==> src/rtl/cevero_dvfs_pkg.sv <==
// Shared constants, types and step helpers for the CEVERO error-driven DVFS controller.
package cevero_dvfs_pkg;

  localparam int DEF_WINDOW_CYCLES = 64;
  localparam int DEF_ERR_THRESHOLD = 4;
  localparam int DEF_RELAX_CYCLES  = 1024;
  localparam int DEF_V_MAX         = 7;
  localparam int DEF_F_STEP        = 10;
  localparam int DEF_F_MIN         = 50;

  localparam int ERR_CNT_W = 8;
  localparam int V_W       = 3;
  localparam int F_W       = 32;

  typedef logic [V_W-1:0]       volt_t;
  typedef logic [F_W-1:0]       freq_t;
  typedef logic [ERR_CNT_W-1:0] err_cnt_t;

  typedef enum logic [1:0] {
    ACT_HOLD,
    ACT_ESCALATE,
    ACT_RELAX
  } dvfs_act_e;

  // One voltage code toward the target; unchanged once it is reached.
  function automatic volt_t volt_toward(volt_t cur, volt_t tgt);
    volt_t res;
    res = cur;
    if (cur > tgt)      res = cur - V_W'(1);
    else if (cur < tgt) res = cur + V_W'(1);
    return res;
  endfunction

  // One frequency step toward the target, landing exactly on it when closer than a step.
  function automatic freq_t freq_toward(freq_t cur, freq_t tgt, freq_t step);
    freq_t res;
    res = cur;
    if (cur > tgt)      res = (cur - tgt >= step) ? cur - step : tgt;
    else if (cur < tgt) res = (tgt - cur >= step) ? cur + step : tgt;
    return res;
  endfunction

endpackage

==> src/rtl/cevero_dvfs_if.sv <==
// Error input, default settings and commanded voltage/frequency of the DVFS controller.
interface cevero_dvfs_if
  import cevero_dvfs_pkg::*;
();

  logic     error_i;
  volt_t    def_voltage_i;
  freq_t    def_freq_i;
  volt_t    set_voltage_o;
  freq_t    set_freq_o;
  err_cnt_t err_count_o;

  modport slave (
    input  error_i, def_voltage_i, def_freq_i,
    output set_voltage_o, set_freq_o, err_count_o
  );

  modport master (
    output error_i, def_voltage_i, def_freq_i,
    input  set_voltage_o, set_freq_o, err_count_o
  );

endinterface

==> src/rtl/dvfs_err_monitor.sv <==
// Counts error cycles inside a free-running observation window and flags escalation.
module dvfs_err_monitor
  import cevero_dvfs_pkg::*;
#(
  parameter int WINDOW_CYCLES = DEF_WINDOW_CYCLES,
  parameter int ERR_THRESHOLD = DEF_ERR_THRESHOLD
) (
  input  logic     clk_i,
  input  logic     rst_i,
  input  logic     i_error,
  output logic     o_escalate,
  output err_cnt_t o_err_count
);

  localparam int WIN_W = $clog2(WINDOW_CYCLES);

  logic [WIN_W-1:0]   r_win_cnt;
  err_cnt_t           r_err_cnt;
  logic [ERR_CNT_W:0] w_err_inc;
  err_cnt_t           w_err_sat;
  logic               w_wrap;
  logic               w_escalate;

  // One extra bit so the threshold compare still works when the counter is saturated.
  assign w_err_inc  = {1'b0, r_err_cnt} + (ERR_CNT_W+1)'(1);
  assign w_err_sat  = (&r_err_cnt) ? r_err_cnt : w_err_inc[ERR_CNT_W-1:0];
  assign w_wrap     = (r_win_cnt == WIN_W'(WINDOW_CYCLES - 1));
  assign w_escalate = i_error && (w_err_inc >= (ERR_CNT_W+1)'(ERR_THRESHOLD));

  // NOTE: state registers use non-blocking assignments so every flop samples pre-edge values.
  always_ff @(posedge clk_i) begin
    if (rst_i) begin
      r_win_cnt <= '0;
      r_err_cnt <= '0;
    end else if (w_escalate) begin
      r_win_cnt <= '0;
      r_err_cnt <= '0;
    end else begin
      r_win_cnt <= w_wrap ? '0 : r_win_cnt + WIN_W'(1);
      if (w_wrap)       r_err_cnt <= ERR_CNT_W'(i_error);
      else if (i_error) r_err_cnt <= w_err_sat;
    end
  end

  assign o_escalate  = w_escalate;
  assign o_err_count = r_err_cnt;

endmodule

==> src/rtl/cevero_dvfs.sv <==
// Error-driven DVFS controller: escalates voltage/frequency on error bursts, relaxes after quiet time.
module cevero_dvfs
  import cevero_dvfs_pkg::*;
#(
  parameter int WINDOW_CYCLES = DEF_WINDOW_CYCLES,
  parameter int ERR_THRESHOLD = DEF_ERR_THRESHOLD,
  parameter int RELAX_CYCLES  = DEF_RELAX_CYCLES,
  parameter int V_MAX         = DEF_V_MAX,
  parameter int F_STEP        = DEF_F_STEP,
  parameter int F_MIN         = DEF_F_MIN
) (
  input  logic          clk_i,
  input  logic          rst_i,
  cevero_dvfs_if.slave  bus
);

  localparam int QUIET_W = $clog2(RELAX_CYCLES);

  logic [QUIET_W-1:0] r_quiet;
  volt_t              r_voltage;
  freq_t              r_freq;
  volt_t              w_v_next;
  freq_t              w_f_next;
  logic               w_escalate;
  logic               w_relax;
  err_cnt_t           w_err_count;
  dvfs_act_e          w_act;

  dvfs_err_monitor #(
    .WINDOW_CYCLES (WINDOW_CYCLES),
    .ERR_THRESHOLD (ERR_THRESHOLD)
  ) u_err_monitor (
    .clk_i       (clk_i),
    .rst_i       (rst_i),
    .i_error     (bus.error_i),
    .o_escalate  (w_escalate),
    .o_err_count (w_err_count)
  );

  assign w_relax = !bus.error_i && (r_quiet == QUIET_W'(RELAX_CYCLES - 1));

  // NOTE: every always_comb output gets a default first so no path can infer a latch.
  always_comb begin
    w_act    = ACT_HOLD;
    w_v_next = r_voltage;
    w_f_next = r_freq;
    if (w_escalate)   w_act = ACT_ESCALATE;
    else if (w_relax) w_act = ACT_RELAX;
    unique case (w_act)
      ACT_ESCALATE: begin
        w_v_next = (r_voltage >= V_W'(V_MAX)) ? V_W'(V_MAX) : r_voltage + V_W'(1);
        // Compare before subtracting so the frequency can never wrap below zero.
        w_f_next = (r_freq >= F_W'(F_MIN + F_STEP)) ? r_freq - F_W'(F_STEP) : F_W'(F_MIN);
      end
      ACT_RELAX: begin
        w_v_next = volt_toward(r_voltage, bus.def_voltage_i);
        w_f_next = freq_toward(r_freq, bus.def_freq_i, F_W'(F_STEP));
      end
      default: ;
    endcase
  end

  always_ff @(posedge clk_i) begin
    if (rst_i) begin
      r_voltage <= bus.def_voltage_i;
      r_freq    <= bus.def_freq_i;
      r_quiet   <= '0;
    end else begin
      r_voltage <= w_v_next;
      r_freq    <= w_f_next;
      r_quiet   <= (bus.error_i || w_relax) ? '0 : r_quiet + QUIET_W'(1);
    end
  end

  assign bus.set_voltage_o = r_voltage;
  assign bus.set_freq_o    = r_freq;
  assign bus.err_count_o   = w_err_count;

endmodule

==> src/flat_wrapper.sv <==
// flat-port wrapper written by rule: the top's interface ports become plain ports
module cevero_dvfs_flat import cevero_dvfs_pkg::*;
#(
  parameter int WINDOW_CYCLES = DEF_WINDOW_CYCLES,
  parameter int ERR_THRESHOLD = DEF_ERR_THRESHOLD,
  parameter int RELAX_CYCLES  = DEF_RELAX_CYCLES,
  parameter int V_MAX         = DEF_V_MAX,
  parameter int F_STEP        = DEF_F_STEP,
  parameter int F_MIN         = DEF_F_MIN
)
  (clk_i, rst_i, bus_error_i, bus_def_voltage_i, bus_def_freq_i, bus_set_voltage_o, bus_set_freq_o, bus_err_count_o);
  cevero_dvfs_if bus_i ();
  input  logic clk_i;
  input  logic rst_i;
  input wire logic [$bits(bus_i.error_i)-1:0] bus_error_i;
  input wire logic [$bits(bus_i.def_voltage_i)-1:0] bus_def_voltage_i;
  input wire logic [$bits(bus_i.def_freq_i)-1:0] bus_def_freq_i;
  output wire logic [$bits(bus_i.set_voltage_o)-1:0] bus_set_voltage_o;
  output wire logic [$bits(bus_i.set_freq_o)-1:0] bus_set_freq_o;
  output wire logic [$bits(bus_i.err_count_o)-1:0] bus_err_count_o;
  assign bus_i.error_i = bus_error_i;
  assign bus_i.def_voltage_i = bus_def_voltage_i;
  assign bus_i.def_freq_i = bus_def_freq_i;
  assign bus_set_voltage_o = bus_i.set_voltage_o;
  assign bus_set_freq_o = bus_i.set_freq_o;
  assign bus_err_count_o = bus_i.err_count_o;
  cevero_dvfs #(.WINDOW_CYCLES(WINDOW_CYCLES), .ERR_THRESHOLD(ERR_THRESHOLD), .RELAX_CYCLES(RELAX_CYCLES), .V_MAX(V_MAX), .F_STEP(F_STEP), .F_MIN(F_MIN)) u_core (.clk_i(clk_i), .rst_i(rst_i), .bus(bus_i));
endmodule
==> config.mk <==
export PLATFORM = sky130hd
export DESIGN_NAME = cevero_dvfs_flat
export DESIGN_NICKNAME = d
export VERILOG_FILES = /design/src/rtl/cevero_dvfs_pkg.sv /design/src/rtl/cevero_dvfs_if.sv /design/src/rtl/dvfs_err_monitor.sv /design/src/rtl/cevero_dvfs.sv /design/src/flat_wrapper.sv
export SDC_FILE = /design/constraint.sdc
export NUM_CORES = 1
export LEC_CHECK = 0
export ABC_AREA = 1
export CORE_MARGIN = 2
export CORE_UTILIZATION = 41
export DETAILED_ROUTE_END_ITERATION = 10
export SLEW_MARGIN = 20
export SYNTH_ARGS = -nofsm -noshare
export SYNTH_HDL_FRONTEND = slang
export SYNTH_HIERARCHICAL = 1
export SYNTH_SLANG_ARGS = --single-unit
export TNS_END_PERCENT = 50
==> constraint.sdc <==
create_clock -name clk_i -period 4 [get_ports clk_i]
set_input_delay 0.6 -clock clk_i [delete_from_list [all_inputs] [get_ports clk_i]]
set_output_delay 0.6 -clock clk_i [all_outputs]
set_load 0.01 [all_outputs]
==> metrics list, run 1 <==
* Final routed wirelength across all metal layers: about 44000 um
- CP Capture Type: register
- Setup violations remaining at the end of the flow were counted as 0.
- Signed area change from the synthesized netlist to the final layout: 24.5%
- After filler insertion, the fill cell instance count of the layout stands at between 2000 and 3000.
- At the pin with the least slew margin, the transition time is 0.564 ns.
* Root buffer selected by CTS: clkbuf_16
- In this run the tightest slew margin relative to its limit is 0.621.
- Each instance of the synthesized netlist takes up on average about 5.4 um2.
- Clk network pwr share: 0.244
- The worst hold path terminates at u_core/u_err_monitor/r_win_cnt[0].
- Number of optimization iterations in the first detailed-route pass: 5
- Starting density of the core: 0.416
- The worst path in the final design needs a cycle of approximately 3.8 ns, including I/O delays and setup.
* Class of the most critical setup path: in -> reg
- The endpoint identified for the worst register-to-register timing path is u_core/bus.set_freq_o[31].
* Sequential-to-total area share from yosys stat: 0.142
- Cell types occupying the most area after synthesis: nand2_1, inv_1, nand3_1
- Initial antenna violation count: 0
- The path class of the tightest hold or removal check is reg -> reg.
* Post-place instance area: between 0.01 and 0.015 mm2
- Primary flip-flop cell chosen by synthesis mapping: edfxtp_1
- Insertion delay to the later sink of the worst-skew pair: 0.35 ns
* Switching power share of the total: 0.451
- Once detail routing completed, the nets flagged for antenna violations numbered 0.
- The analysis attributes to net switching a power of 0.00146 W.
* CP Max Fanout: 16
- Fin. max-slew vios: 0
* Slowest library cell on the worst path: clkdlybuf4s50_1
- After clock tree synthesis, the flow added hold-fix buffers numbering 0.
- Cell Pwr Density: 241 mW/mm2
- Violation count after the first detailed-routing iteration: 1297
- Entering global routing, the biggest net connects 32 pins.
* Fmax: 266 MHz
- Number of enable-type register cells in the synthesized netlist: 35
- Seq. cell area: 0.00153 mm2
- Chip height: about 170 um
* Yosys cell types: between 40 and 50
- Worst-path clk slew: about 0.06 ns
- Number of buffer and inverter stages on the critical path: 4
- Final standard cell area without fillers: approximately 0.013 mm2
* Crit share post-route: 0.940
* Top cell type's share of synthesized area: 0.255
- Syn nets: about 2100
* Setup skew after layout: 0.0126 ns
- Beginning of the worst hold path: u_core/u_err_monitor/r_win_cnt[0]
- The number of cells on the worst reg-to-reg path is 17.
- The number of global-route vias before repair came to about 13000.
- Routability-driven placement finished with a final weighted congestion of between 0.9 and 1.
* Multi-input logic area: 0.00762 mm2
- Once the clock tree was built, the setup fixing pass inserted 0 buffers.
* Kind of start point of the critical path: primary input
- All-Layer GR Usage: 0.308
* Worst path cell trace: clkdlybuf4s50_1, inv_1, ha_1, nand2_1, nor2_2, nand2_1, nor2_1, nand2_1, nand3_1, nand2_1, nand2_1, nand2_1, nor2_1, nand2_1, nor2_4, buf_4, buf_12, nand3_1, nand3_1, nand2_1, nand2_1, a21oi_1
- In the routed layout, each cell is associated on average with a via count of 5.27.
* Run status: completed
* Cell depth of the worst min-delay path: 1
- Critical path required time: a little over 4 ns
* Leading area contributor after synthesis: nand2_1
* Worst vdd rail ir drop: between 0.15 and 0.2 mV
* Number of buffers on the longest clock path: 2
* Cell area after synthesis: 0.0108 mm2
* CTS tree: yes
- Summed over all cells, the static leakage comes to around 7.3 nW.
* Hold Vio Cnt, Final: 0
- Proportion of power drawn by flip-flops and latches: 0.228
- Die W: 166 um
* Number of cell rows: between 50 and 60
* Max-cap violation count: 0
- The setup check on the worst reg-to-reg path leaves a slack of 0.38 ns.
- The first global-routing pass estimated 67500 um of wire.
* Resize count post-CTS: 0
- TritonCTS buffer count: 9
- The net count of the finished layout is approximately 2300.
* Yosys synthesis warning count: 6
- Global routing finished with a remaining overflow of 0.
* Unrepaired setup endpoints after global routing: false
* Most prevalent standard cell on the critical path: nand2_1
* Start of the worst register-to-register path: u_core/bus.set_freq_o[1]
- On the critical path the largest part of the delay comes from simple AND/OR/NAND/NOR gates.
- Dividing the detail-routed wire length by the instance count gives 17.1 um.
- Level count of the clock H-tree: 3
- Inserted Diodes: 0
* Gate power share: 0.528
- Synthesized instance count: 2005
- For this design, the sink count on the clock tree is a little under 60.
- Input and output buffers added on the ports amount to 80.
- Arrival time of the worst setup path: between 3 and 4 ns
* Total Die Area: 0.0276 mm2
- Maximum cell stage delay along the critical path: 0.49 ns
* Fraction of layout cells with a size suffix above 1: 0.111
- Cell internal power was estimated by the tool at 0.00177 W.
* Flop and latch count out of synthesis: slightly below 60
- Core area: 0.0259 mm2
- Top-Level Pins: between 80 and 90
- For this run, design rule violations remaining after detail routing come to 0.
- The final route contains 13488 vias.
- Power comes to 0.00323 W.
- The HPWL after detailed placement is roughly 36000 um.
- Share of async-settable or async-resettable flops after synthesis: 0
==> flip-flops by register name, summed over array words and instances (netlist names) <==
register	count
u_core/bus.set_freq_o	32
u_core/bus.set_voltage_o	3
u_core/r_quiet	10
u_core/u_err_monitor/o_err_count	8
u_core/u_err_monitor/r_win_cnt	6
==> Yosys cell counts (10+ instances only) <==
master / count
clkbuf_1: 15
nand2_1: 733
o21ai_0: 30
buf_6: 12
nand2_2: 10
nor3_1: 21
edfxtp_1: 35
nor2_1: 183
inv_1: 356
ha_1: 74
dfxtp_1: 24
a21oi_1: 84
buf_2: 12
nor2_2: 31
nand4_1: 41
nand3_1: 227
xor2_1: 56
==> per-layer routing <==
metal	vias up	track usage	routed length [um]
li1	6650	-	-
met1	6118	0.434	19800
met2	634	0.488	19100
met3	86	0.0357	3600
met4	0	0.106	1240
met5	-	0	0
==> through the flow <==
| step | cells | utilization | setup TNS, ns | hold slack [ns] | worst slack (ns) |
|---|---|---|---|---|---|
| finish | 2559 | 0.518 | 0 | 0.451 | 0.240 |
| CTS | 2559 | 0.517 | 0 | 0.449 | 0.188 |
| floorplan | 2005 | - | 0 | 0.417 | 0.652 |
| global placement | 2543 | 0.506 | -2.46 | 0.430 | -0.135 |
| global route | 2559 | 0.518 | 0 | 0.470 | 0.000511 |
| detailed placement | 2543 | 0.506 | -2.41 | 0.439 | -0.155 |
==> power by group through the flow <==
stage / registers (W) / clock network, W / logic [W]
after floorplan: 0.000757 / 0 / 0.000991
after global placement: 0.000751 / 0 / 0.00165
after detailed placement: 0.000750 / 0 / 0.00166
after CTS: 0.000737 / 0.000804 / 0.00167
after global routing: 0.000743 / 0.000825 / 0.00188
final: 0.000738 / 0.000788 / 0.00171
==> placed cells by master (no fill, tap or decap), types with 7 or more instances in the layout <==
cell / synthesis / routed
a21oi_1: 84 / 83
buf_12: 0 / 10
buf_4: 9 / 160
clkbuf_16: 0 / 9
clkdlybuf4s50_1: 0 / 80
dfxtp_1: 24 / 24
edfxtp_1: 35 / 35
ha_1: 74 / 69
inv_1: 356 / 356
nand2_1: 733 / 733
nand2_2: 10 / 10
nand3_1: 227 / 227
nand4_1: 41 / 41
nor2_1: 183 / 182
nor2_2: 31 / 31
nor3_1: 21 / 21
o21ai_0: 30 / 30
xnor2_1: 7 / 7
xor2_1: 56 / 56
==> cells by family after synthesis <==
group                      Yosys count  share of synthesized area
AOI/OAI and AO/OA                  134                     0.0660
adders and majority gates           76                     0.0896
buffers and inverters              409                      0.155
and+or+nand+nor                   1263                      0.495
muxes                                1                   0.000928
DFF                                 59                      0.142
xor gates and xnor gates            63                     0.0512
==> cell type report <==
type                       count  share of cell area
clock buffer                   9              0.0168
clock inverter                 7             0.00438
inverter                     361               0.101
multi-input combinational   1537               0.568
sequential                    59               0.114
tap                          335              0.0312
timing repair buffer         251               0.165
==> worst max path at each step <==
stage          slack, ns  cells after the start                from                         to
6_report            0.24                     22  bus_def_freq_i[16]  u_core/bus.set_freq_o[23]
5_1_grt           0.0005                     21  bus_def_freq_i[18]  u_core/bus.set_freq_o[21]
4_1_cts             0.19                     24   bus_def_freq_i[6]  u_core/bus.set_freq_o[14]
3_5_place_dp       -0.16                     23   bus_def_freq_i[2]  u_core/bus.set_freq_o[14]
3_3_place_gp       -0.13                     23   bus_def_freq_i[2]  u_core/bus.set_freq_o[18]
2_1_floorplan       0.65                     15  bus_def_freq_i[18]   u_core/bus.set_freq_o[0]
Note: power is estimated with default switching activity, not from simulation.
==> run 2: changes to the inputs <==
==> constraint.sdc (replaced) <==
create_clock -name clk_i -period 4 [get_ports clk_i]
set_input_delay 0.6 -clock clk_i [delete_from_list [all_inputs] [get_ports clk_i]]
set_output_delay 0.6 -clock clk_i [all_outputs]
set_load 0.005 [all_outputs]
==> results of run 2 <==
The final DEF is identical to that of run 1. Status: completed.
Among the figures that moved: total power 0.00323 W -> 0.00322 W
